`src/rtl/multicycle_control_fsm_if.sv`:
```
// Control bundle between the multi-cycle control FSM and the MIPS datapath/memory.
// master = control FSM (drives control lines), slave = datapath + shared memory.
// Carries the opcode/run inputs, the mem_ready handshake and every control output.
interface multicycle_control_fsm_if;
  logic       run;
  logic [5:0] opcode;
  logic       mem_ready;

  logic       pc_write;
  logic       pc_write_cond;
  logic       i_or_d;
  logic       mem_read;
  logic       mem_write;
  logic       ir_write;
  logic       reg_dst;
  logic       mem_to_reg;
  logic       reg_write;
  logic       alu_src_a;
  logic [1:0] alu_src_b;
  logic [1:0] alu_op;
  logic [1:0] pc_source;
  logic       instr_done;
  logic       bus_error;
  logic [3:0] state;

  modport master (
    input  run, opcode, mem_ready,
    output pc_write, pc_write_cond, i_or_d, mem_read, mem_write, ir_write,
           reg_dst, mem_to_reg, reg_write, alu_src_a, alu_src_b, alu_op,
           pc_source, instr_done, bus_error, state
  );

  modport slave (
    output run, opcode, mem_ready,
    input  pc_write, pc_write_cond, i_or_d, mem_read, mem_write, ir_write,
           reg_dst, mem_to_reg, reg_write, alu_src_a, alu_src_b, alu_op,
           pc_source, instr_done, bus_error, state
  );
endinterface

```
`src/rtl/multicycle_control_fsm.sv`:
```
// Multi-cycle MIPS control FSM (IF/ID/EX/MEM/WB) driving all datapath control lines.
// Latency: R 4, lw 5, sw 4, beq 3, j 3, addi 4 cycles with mem_ready high.
// Backpressure: FETCH/MEM_RD/MEM_WR stall on mem_ready; WAIT_MAX timeout sets sticky bus_error.
// Optional: define MULTICYCLE_CTRL_EXC_EN to trap illegal opcodes into EXC (else NOP).
module multicycle_control_fsm #(
  parameter int WAIT_MAX = 15,
  parameter int WCNT_W   = 4
) (
  input  logic                    clk,
  input  logic                    reset,
  multicycle_control_fsm_if.master ctl
);

  typedef enum logic [3:0] {
    IDLE     = 4'd0,
    FETCH    = 4'd1,
    DECODE   = 4'd2,
    MEM_ADDR = 4'd3,
    MEM_RD   = 4'd4,
    MEM_WB   = 4'd5,
    MEM_WR   = 4'd6,
    EXEC     = 4'd7,
    R_WB     = 4'd8,
    BRANCH   = 4'd9,
    JUMP     = 4'd10,
    ADDI_EX  = 4'd11,
    ADDI_WB  = 4'd12,
    EXC      = 4'd13
  } state_e;

  localparam logic [5:0] OP_RTYPE = 6'b000000;
  localparam logic [5:0] OP_LW    = 6'b100011;
  localparam logic [5:0] OP_SW    = 6'b101011;
  localparam logic [5:0] OP_BEQ   = 6'b000100;
  localparam logic [5:0] OP_J     = 6'b000010;
  localparam logic [5:0] OP_ADDI  = 6'b001000;
  localparam logic [WCNT_W-1:0] WCNT_MAX = WCNT_W'(WAIT_MAX);

  // State-only (Moore) control lines; registered alongside the state.
  typedef struct packed {
    logic       pc_write;
    logic       pc_write_cond;
    logic       i_or_d;
    logic       mem_read;
    logic       mem_write;
    logic       reg_dst;
    logic       mem_to_reg;
    logic       reg_write;
    logic       alu_src_a;
    logic [1:0] alu_src_b;
    logic [1:0] alu_op;
    logic [1:0] pc_source;
  } ctrl_t;

  state_e            state_q, state_d;
  logic [WCNT_W-1:0] wcnt_q, wcnt_d;
  logic              bus_error_q, bus_error_d;
  ctrl_t             ctrl_q;
  logic              mem_state;
  logic              timeout;
  logic              retire;
  logic              fetch_done;

  function automatic ctrl_t moore_ctrl(input state_e s);
    ctrl_t c;
    c = '0;
    case (s)
      FETCH:    begin c.mem_read = 1'b1; c.alu_src_b = 2'b01; end
      DECODE:   c.alu_src_b = 2'b11;
      MEM_ADDR: begin c.alu_src_a = 1'b1; c.alu_src_b = 2'b10; end
      MEM_RD:   begin c.mem_read = 1'b1; c.i_or_d = 1'b1; end
      MEM_WB:   begin c.reg_write = 1'b1; c.mem_to_reg = 1'b1; end
      MEM_WR:   begin c.mem_write = 1'b1; c.i_or_d = 1'b1; end
      EXEC:     begin c.alu_src_a = 1'b1; c.alu_op = 2'b10; end
      R_WB:     begin c.reg_write = 1'b1; c.reg_dst = 1'b1; end
      BRANCH:   begin c.alu_src_a = 1'b1; c.alu_op = 2'b01;
                      c.pc_write_cond = 1'b1; c.pc_source = 2'b01; end
      JUMP:     begin c.pc_write = 1'b1; c.pc_source = 2'b10; end
      ADDI_EX:  begin c.alu_src_a = 1'b1; c.alu_src_b = 2'b10; end
      ADDI_WB:  c.reg_write = 1'b1;
      EXC:      begin c.pc_write = 1'b1; c.pc_source = 2'b11; end
      default:  c = '0;
    endcase
    return c;
  endfunction

  // Next-state, wait-counter and retire decode.
  always_comb begin
    mem_state   = (state_q == FETCH) || (state_q == MEM_RD) || (state_q == MEM_WR);
    timeout     = mem_state && !ctl.mem_ready && (wcnt_q == WCNT_MAX);
    retire      = 1'b0;
    state_d     = state_q;
    bus_error_d = bus_error_q;
    // Counter runs only while stalled in a memory state; any exit clears it.
    wcnt_d      = '0;
    if (mem_state && !ctl.mem_ready && !timeout)
      wcnt_d = wcnt_q + 1'b1;

    case (state_q)
      IDLE:     if (ctl.run && !bus_error_q) state_d = FETCH;
      FETCH:    if (ctl.mem_ready) state_d = DECODE;
      DECODE: begin
        case (ctl.opcode)
          OP_RTYPE:     state_d = EXEC;
          OP_LW, OP_SW: state_d = MEM_ADDR;
          OP_BEQ:       state_d = BRANCH;
          OP_J:         state_d = JUMP;
          OP_ADDI:      state_d = ADDI_EX;
`ifdef MULTICYCLE_CTRL_EXC_EN
          default:      state_d = EXC;
`else
          default:      retire  = 1'b1;
`endif
        endcase
      end
      MEM_ADDR: state_d = (ctl.opcode == OP_SW) ? MEM_WR : MEM_RD;
      MEM_RD:   if (ctl.mem_ready) state_d = MEM_WB;
      MEM_WB:   retire  = 1'b1;
      MEM_WR:   retire  = ctl.mem_ready;
      EXEC:     state_d = R_WB;
      R_WB:     retire  = 1'b1;
      BRANCH:   retire  = 1'b1;
      JUMP:     retire  = 1'b1;
      ADDI_EX:  state_d = ADDI_WB;
      ADDI_WB:  retire  = 1'b1;
      EXC:      state_d = ctl.run ? FETCH : IDLE;
      default:  state_d = IDLE;
    endcase

    // run is only consulted once the instruction has completed.
    if (retire)
      state_d = ctl.run ? FETCH : IDLE;
    if (timeout) begin
      state_d     = IDLE;
      bus_error_d = 1'b1;
    end
  end

  // State, counter, sticky error and registered Moore outputs.
  always_ff @(posedge clk or negedge reset) begin
    if (!reset) begin
      state_q     <= IDLE;
      wcnt_q      <= '0;
      bus_error_q <= 1'b0;
      ctrl_q      <= '0;
    end else begin
      state_q     <= state_d;
      wcnt_q      <= wcnt_d;
      bus_error_q <= bus_error_d;
      ctrl_q      <= moore_ctrl(state_d);
    end
  end

  // Mealy outputs: the fetch handshake completion and instruction retirement.
  assign fetch_done        = (state_q == FETCH) && ctl.mem_ready;
  assign ctl.ir_write      = fetch_done;
  assign ctl.pc_write      = ctrl_q.pc_write | fetch_done;
  assign ctl.instr_done    = retire;

  assign ctl.pc_write_cond = ctrl_q.pc_write_cond;
  assign ctl.i_or_d        = ctrl_q.i_or_d;
  assign ctl.mem_read      = ctrl_q.mem_read;
  assign ctl.mem_write     = ctrl_q.mem_write;
  assign ctl.reg_dst       = ctrl_q.reg_dst;
  assign ctl.mem_to_reg    = ctrl_q.mem_to_reg;
  assign ctl.reg_write     = ctrl_q.reg_write;
  assign ctl.alu_src_a     = ctrl_q.alu_src_a;
  assign ctl.alu_src_b     = ctrl_q.alu_src_b;
  assign ctl.alu_op        = ctrl_q.alu_op;
  assign ctl.pc_source     = ctrl_q.pc_source;
  assign ctl.bus_error     = bus_error_q;
  assign ctl.state         = state_q;

endmodule

```
`src/flat_wrapper.sv`:
```
// flat-port wrapper written by rule: the top's interface ports become plain ports
module multicycle_control_fsm_flat 
#(
  parameter int WAIT_MAX = 15,
  parameter int WCNT_W   = 4
)
  (clk, reset, ctl_run, ctl_opcode, ctl_mem_ready, ctl_pc_write, ctl_pc_write_cond, ctl_i_or_d, ctl_mem_read, ctl_mem_write, ctl_ir_write, ctl_reg_dst, ctl_mem_to_reg, ctl_reg_write, ctl_alu_src_a, ctl_alu_src_b, ctl_alu_op, ctl_pc_source, ctl_instr_done, ctl_bus_error, ctl_state);
  multicycle_control_fsm_if ctl_i ();
  input  logic clk;
  input  logic reset;
  input wire logic [$bits(ctl_i.run)-1:0] ctl_run;
  input wire logic [$bits(ctl_i.opcode)-1:0] ctl_opcode;
  input wire logic [$bits(ctl_i.mem_ready)-1:0] ctl_mem_ready;
  output wire logic [$bits(ctl_i.pc_write)-1:0] ctl_pc_write;
  output wire logic [$bits(ctl_i.pc_write_cond)-1:0] ctl_pc_write_cond;
  output wire logic [$bits(ctl_i.i_or_d)-1:0] ctl_i_or_d;
  output wire logic [$bits(ctl_i.mem_read)-1:0] ctl_mem_read;
  output wire logic [$bits(ctl_i.mem_write)-1:0] ctl_mem_write;
  output wire logic [$bits(ctl_i.ir_write)-1:0] ctl_ir_write;
  output wire logic [$bits(ctl_i.reg_dst)-1:0] ctl_reg_dst;
  output wire logic [$bits(ctl_i.mem_to_reg)-1:0] ctl_mem_to_reg;
  output wire logic [$bits(ctl_i.reg_write)-1:0] ctl_reg_write;
  output wire logic [$bits(ctl_i.alu_src_a)-1:0] ctl_alu_src_a;
  output wire logic [$bits(ctl_i.alu_src_b)-1:0] ctl_alu_src_b;
  output wire logic [$bits(ctl_i.alu_op)-1:0] ctl_alu_op;
  output wire logic [$bits(ctl_i.pc_source)-1:0] ctl_pc_source;
  output wire logic [$bits(ctl_i.instr_done)-1:0] ctl_instr_done;
  output wire logic [$bits(ctl_i.bus_error)-1:0] ctl_bus_error;
  output wire logic [$bits(ctl_i.state)-1:0] ctl_state;
  assign ctl_i.run = ctl_run;
  assign ctl_i.opcode = ctl_opcode;
  assign ctl_i.mem_ready = ctl_mem_ready;
  assign ctl_pc_write = ctl_i.pc_write;
  assign ctl_pc_write_cond = ctl_i.pc_write_cond;
  assign ctl_i_or_d = ctl_i.i_or_d;
  assign ctl_mem_read = ctl_i.mem_read;
  assign ctl_mem_write = ctl_i.mem_write;
  assign ctl_ir_write = ctl_i.ir_write;
  assign ctl_reg_dst = ctl_i.reg_dst;
  assign ctl_mem_to_reg = ctl_i.mem_to_reg;
  assign ctl_reg_write = ctl_i.reg_write;
  assign ctl_alu_src_a = ctl_i.alu_src_a;
  assign ctl_alu_src_b = ctl_i.alu_src_b;
  assign ctl_alu_op = ctl_i.alu_op;
  assign ctl_pc_source = ctl_i.pc_source;
  assign ctl_instr_done = ctl_i.instr_done;
  assign ctl_bus_error = ctl_i.bus_error;
  assign ctl_state = ctl_i.state;
  multicycle_control_fsm #(.WAIT_MAX(WAIT_MAX), .WCNT_W(WCNT_W)) u_core (.clk(clk), .reset(reset), .ctl(ctl_i));
endmodule
```
`config.mk`:
```
export PLATFORM = sky130hd
export DESIGN_NAME = multicycle_control_fsm_flat
export DESIGN_NICKNAME = d
export VERILOG_FILES = /design/src/rtl/multicycle_control_fsm_if.sv /design/src/rtl/multicycle_control_fsm.sv /design/src/flat_wrapper.sv
export SDC_FILE = /design/constraint.sdc
export NUM_CORES = 1
export LEC_CHECK = 0
export CAP_MARGIN = 10
export CORE_AREA = 4 4 57 59
export DETAILED_ROUTE_END_ITERATION = 8
export DIE_AREA = 0 0 61 63
export DONT_BUFFER_PORTS = 1
export GPL_TIMING_DRIVEN = 0
export HOLD_SLACK_MARGIN = 0.06
export PLACE_DENSITY_LB_ADDON = 0.2
export SYNTH_ARGS = -nofsm -noshare
export SYNTH_HDL_FRONTEND = slang
export SYNTH_SLANG_ARGS = --single-unit
export TNS_END_PERCENT = 50
```
`constraint.sdc`:
```
create_clock -name clk -period 5.2 [get_ports clk]
set_clock_uncertainty 0.2 [all_clocks]
set_input_delay 0.26 -clock clk [delete_from_list [all_inputs] [get_ports clk]]
set_output_delay 0.26 -clock clk [all_outputs]
set_load 0.005 [all_outputs]
```
## Word-level counts from Yosys, hierarchy flattened

Index checks and enable logic that the tools add are counted.
W data, S select, Z words.

| storage, ports and cells | value |
|---|---|
| register bits | 24 |
| bits of input ports | 10 |
| output and inout port bits | 22 |
| word-level logic and storage cells | 95 |

| operators by class | value |
|---|---|
| $add $sub $neg | 1 |
| eq/ne operators | 32 |
| muxes and demuxes | 24 |
| bitwise operators | 1 |
| reduce and logical (&&, ||, !) cells | 22 |

Operator list:

| operator | number |
|---|---|
| $eq A4 B4 Y1 const B | 13 |
| $pmux W4 S9 | 1 |
| $eq A4 B3 Y1 const B | 8 |
| $mux W4 | 6 |
| $pmux W4 S5 | 1 |
| $eq A4 B2 Y1 const B | 4 |
| $eq A6 B6 Y1 const B | 2 |
| $pmux W2 S3 | 2 |
| $reduce_or A6 Y1 | 2 |
| $mux W1 | 11 |
| $reduce_or A2 Y1 | 5 |
| $eq A4 B1 Y1 const B | 2 |
| $eq A6 B2 Y1 const B | 1 |
| $eq A6 B3 Y1 const B | 1 |
| $eq A6 B4 Y1 const B | 1 |
| $logic_not A6 Y1 | 1 |
| $logic_and A1 B1 Y1 | 5 |
| $reduce_or A5 Y1 | 1 |
| $add A4 B1 Y4 const B | 1 |
| $logic_not A4 Y1 | 1 |
| $pmux W2 S2 | 1 |
| $reduce_or A4 Y1 | 1 |
| $logic_not A1 Y1 | 3 |
| $pmux W1 S3 | 1 |
| other kinds (4) | 5 |

## Depth between registers and ports, before layout

| depth | value |
|---|---|
| word-level depth | 9 |
| mapped depth | 7 |
| mapped depth without buffers | 6 |

## Least setup slack after synthesis

OpenSTA, ideal clock, no wires.

| path | value |
|---|---|
| path type | register to register |
| start point | register u_core.state_q[2], in the netlist u_core.ctl.state[2] |
| end point | register u_core.ctrl_q (netlist bit u_core.ctl.alu_src_b[0]) |
| setup time | 0.094 ns |
| arrival time | 1.968 ns |
| data required time | 4.906 ns |
| slack | 2.938 ns |
| stages on the path, launching flop included | 8 |
| path buffers | 1 |
| cell sequence | dfrtp_1 > buf_2 > or4b_4 > a2111oi_4 > a2111oi_4 > inv_2 > nand3b_4 > a221oi_2 |

| between the ends | value |
|---|---|
| elaborated cells between the ends (all ways) | 34 |

RTL lines:

| what | line | source |
|---|---|---|
| start: declaration | multicycle_control_fsm.sv:55 | `state_e state_q, state_d;` |
| start signal: assignment | multicycle_control_fsm.sv:147 | `state_q <= state_d;` |
| $eq A4 B3 Y1 or $eq A4 B4 Y1 (tied branches) | multicycle_control_fsm.sv:99 | `case (state_q)` |
| $reduce_or A5 Y1 (no line) | - |  |
| $pmux W1 S3 (*) | multicycle_control_fsm.sv:99 |  |
| named net ctl_instr_done | flat_wrapper.sv:27 | `output wire logic [$bits(ctl_i.instr_done)-1:0] ctl_instr_done;` |
| $mux W4 (*) | multicycle_control_fsm.sv:131 | `if (retire)` |
| $mux W4 (*) | multicycle_control_fsm.sv:133 | `if (timeout) begin` |
| $eq A4 B2 Y1 or $eq A4 B4 Y1 (tied branches) | multicycle_control_fsm.sv:67 | `case (s)` |
| $reduce_or A2 Y1 (no line) | - |  |
| $pmux W2 S3 (*) | multicycle_control_fsm.sv:67 |  |
| end signal: assignment | multicycle_control_fsm.sv:150 | `ctrl_q <= moore_ctrl(state_d);` |
| end: declaration | multicycle_control_fsm.sv:58 | `ctrl_t ctrl_q;` |

Mark *: on every way through the listed nets, which the timed path passes. The rest lies on a longest branch.
A chain may end at the register's enable or synchronous reset.

## Worst setup path after layout

| path | value |
|---|---|
| start point | register u_core.state_q[2], in the netlist u_core.ctl.state[2] |
| end point | output ctl_instr_done |

| between the ends | value |
|---|---|
| cells in the longest elaborated chain, start to end | 3 |
| elaborated cells between the ends (all ways) | 9 |

Ends and longest elaborated chain:

| what | line |
|---|---|
| $eq A4 B3 Y1 or $eq A4 B4 Y1 (tied branches) | multicycle_control_fsm.sv:99 |
| $reduce_or A5 Y1 (no line) | - |
| $pmux W1 S3 (*) | multicycle_control_fsm.sv:99 |
| end: declaration | flat_wrapper.sv:27 |

Every way passes the cells marked *; elsewhere a longest branch is shown, timed or not.

==> impl_metrics.toml <==
[status]
status = "finished clean"

[clock_tree]
numCtsBuffers = 3
clockRootBuffer = "clkbuf_4"
post-cts-setup-buffer-count = 0
clk_pin_slew_ns = 0.12
ctsResizeCount = 0
cts_hold_buf = 6
clk_latency_ns = 0.30
clock_sinks = 22
htree_levels = 1
clk_path_buf_depth = 2
cts_tree = "built"

[die]
initial_core_util_pct = 49.2
std_cell_rows = 19
die_h_um = 63
die_x_um = 61
coreArea_sq_um = 2710
die_area_sq_um = 3840
ios = 32

[cells_and_area]
fill_cells = 246
fin_cells = 170
final_util_pct = 54.6
syn2layout_area_growth_pct = 10.9
n_antenna_cell = 0
drive_gt1_share_pct = 18.0
finalNetCount = 151

[synthesis]
ys_top_cells_by_area = "dfrtp_1, a2111oi_4, nor2_1"
seq_area_frac_synth_pct = 41.3
yosys_warnings = 0
synth.distinct_cells = 51
synth_edf_count = 0
synth_seq_cells = 22
synth_area_per_cell_sq_um = 10.4
syn_nets = 139
synthArstFlopShare_pct = 100
yosysTopAreaCell = "dfrtp_1"
synth_top_area_share_pct = 41.3
synth-main-ff-cell = "dfrtp_1"
syn-cell-area_sq_um = 1330
postSynthCellCount = 128

[route]
ant_nets = 0
wire_per_inst_um = 17.1
first_pass_iters = 5
vias = 1061
drt_wl_total_um = 2920
drc = 0
initialDrtViolationCount = 31
vias_per_cell = 6.24

[global_routing]
grt_antenna_before_repair = 0
gr-total-overflow = 0
grt_pass1_vias = 1074
grt_first_pass_wirelength_um = 5000
grt_use_total_pct = 16.8
grt_max_degree = 23

[critical_path]
crit_type = "flip-flop to output pin"
start_kind = "flip-flop"
crit_path_end = "ctl_instr_done"
rr_worst_depth = 6
cp.arrival_ns = 2.10
rrSetupSlack_ns = 2.68
r2r-start = "u_core.ctl.state[2]$_DFF_PN0_"
timing.rr.end = "u_core.ctl.alu_op[0]$_DFF_PN0_"
crit_start = "u_core.ctl.state[2]$_DFF_PN0_"
cp_max_fo = 10
worstPathRequired_ns = 4.74
critPathCaptureType = "output pin"

[sta]
whs_ns = 0.118
rsz0062_at_grt = "false"
period_needed_ns = 2.56
finalSetupViolCount = 0
maxClockFrequency_mhz = 390
tns_ns = 0
slew_headroom_pct = 37.3
worst_pin_slew_ns = 0.938
hold_viol = 0
timing.final.crit_share_pct = 49.3
slew_viol_final = 0

[placed_design]
io_buffers = 0
post-place-cells = 159
gp_congestion = 0.904
hpwlAfterDp_um = 2180

[pwr]
ir_drop_v = 0.000382
leakagePower_nw = 0.651
p_total_uw = 724
p_per_area_nw_per_um2 = 490

[worst_hold_path]
hp-class = "primary input to flip-flop"

[run]
max-cap-violations = 0
[cell type report]
class                      count  area [sq um]  share of cell area, %
multi-input combinational     96           739                   50.0
sequential                    22           551                   37.2
timing repair buffer           7          70.1                   4.74
tap                           31          38.8                   2.62
clock buffer                   4          36.3                   2.45
buffer                         6          28.8                   1.95
inverter                       4          15.0                   1.02
[cells in the mapped netlist (4+ instances only)]
cell type and n:
a211oi_1 4, dfrtp_1 22, nand2_1 7, nand2b_1 5
nand3_1 4, nor2_1 11, nor3_1 4, or2_2 5
[metrics by stage]
| stage | setup slack [ns] | instance area [sq um] |
|---|---|---|
| after floorplan | 2.94 | 1330 |
| after global placement | 2.72 | 1370 |
| after detailed placement | 2.69 | 1370 |
| after CTS | 2.62 | 1470 |
| after global routing | 2.52 | 1480 |
| final | 2.64 | 1480 |
[cells in the final DEF, fill, tap and decap left out, types with 2 or more instances in the layout]
master         instances
nand3_1                4
and3_1                 3
nand2_1                7
o211ai_1               3
nor3_1                 4
clkbuf_1               3
xor2_1                 2
nand3b_1               2
nand2b_1               5
a21oi_1                3
or2_2                  5
o221ai_1               2
dfrtp_1               22
nor3b_1                3
nor2_1                11
and2_1                 3
a211oi_1               4
o21ai_0                3
or3b_2                 2
a2111oi_4              3
inv_1                  3
dlygate4sd3_1          7
buf_2                  2
clkbuf_4               3
[critical path: stages (launching register included)]
cell and delay [ns]:
dfrtp_1 0.42, buf_2 0.18, or4b_4 0.54, a2111oi_4 0.38, a2111oi_4 0.14, inv_2 0.13
[cells by family after synthesis]
group,count (synthesis),synth area share [%]
and+or+nand+nor,60,28.1
muxes,1,0.750
AOI/OAI and AO/OA,31,23.6
xor gates and xnor gates,3,1.97
buffers and inverters,10,3.28
DFF,22,41.3
adders and majority gates,1,0.938
[power by group]
group          switching (mW)  internal, mW  total [mW]  leakage (nW)
combinational           0.219         0.173       0.392         0.334
sequential             0.0342         0.207       0.241         0.296
clock                  0.0478        0.0427      0.0906        0.0210
[how the worst min path moves through the flow]
stage                             start  slack [ns]  depth (start not counted)                        endpoint
after floorplan                   reset       -0.24                          0  u_core.ctl.alu_op[0]$_DFF_PN0_
after global placement            reset       -0.24                          0  u_core.ctl.alu_op[1]$_DFF_PN0_
after detailed placement          reset       -0.24                          0  u_core.ctl.alu_op[1]$_DFF_PN0_
after CTS                 ctl_mem_ready        0.07                          3   u_core.ctl.state[0]$_DFF_PN0_
after global routing      ctl_opcode[4]        0.13                          3  u_core.ctl.alu_src_a$_DFF_PN0_
final                     ctl_opcode[4]        0.12                          3  u_core.ctl.alu_src_a$_DFF_PN0_
[per-layer routing]
metal	track usage, %	wire, um	vias up	part of all wire (%)
met5	0	0	-	0
met4	2.44	26	0	0.89
met3	5.17	156	6	5.4
met2	26.2	1440	28	49
met1	23.1	1290	521	44
li1	-	-	506	-
No activity file was read; power rests on OpenSTA's default activity.
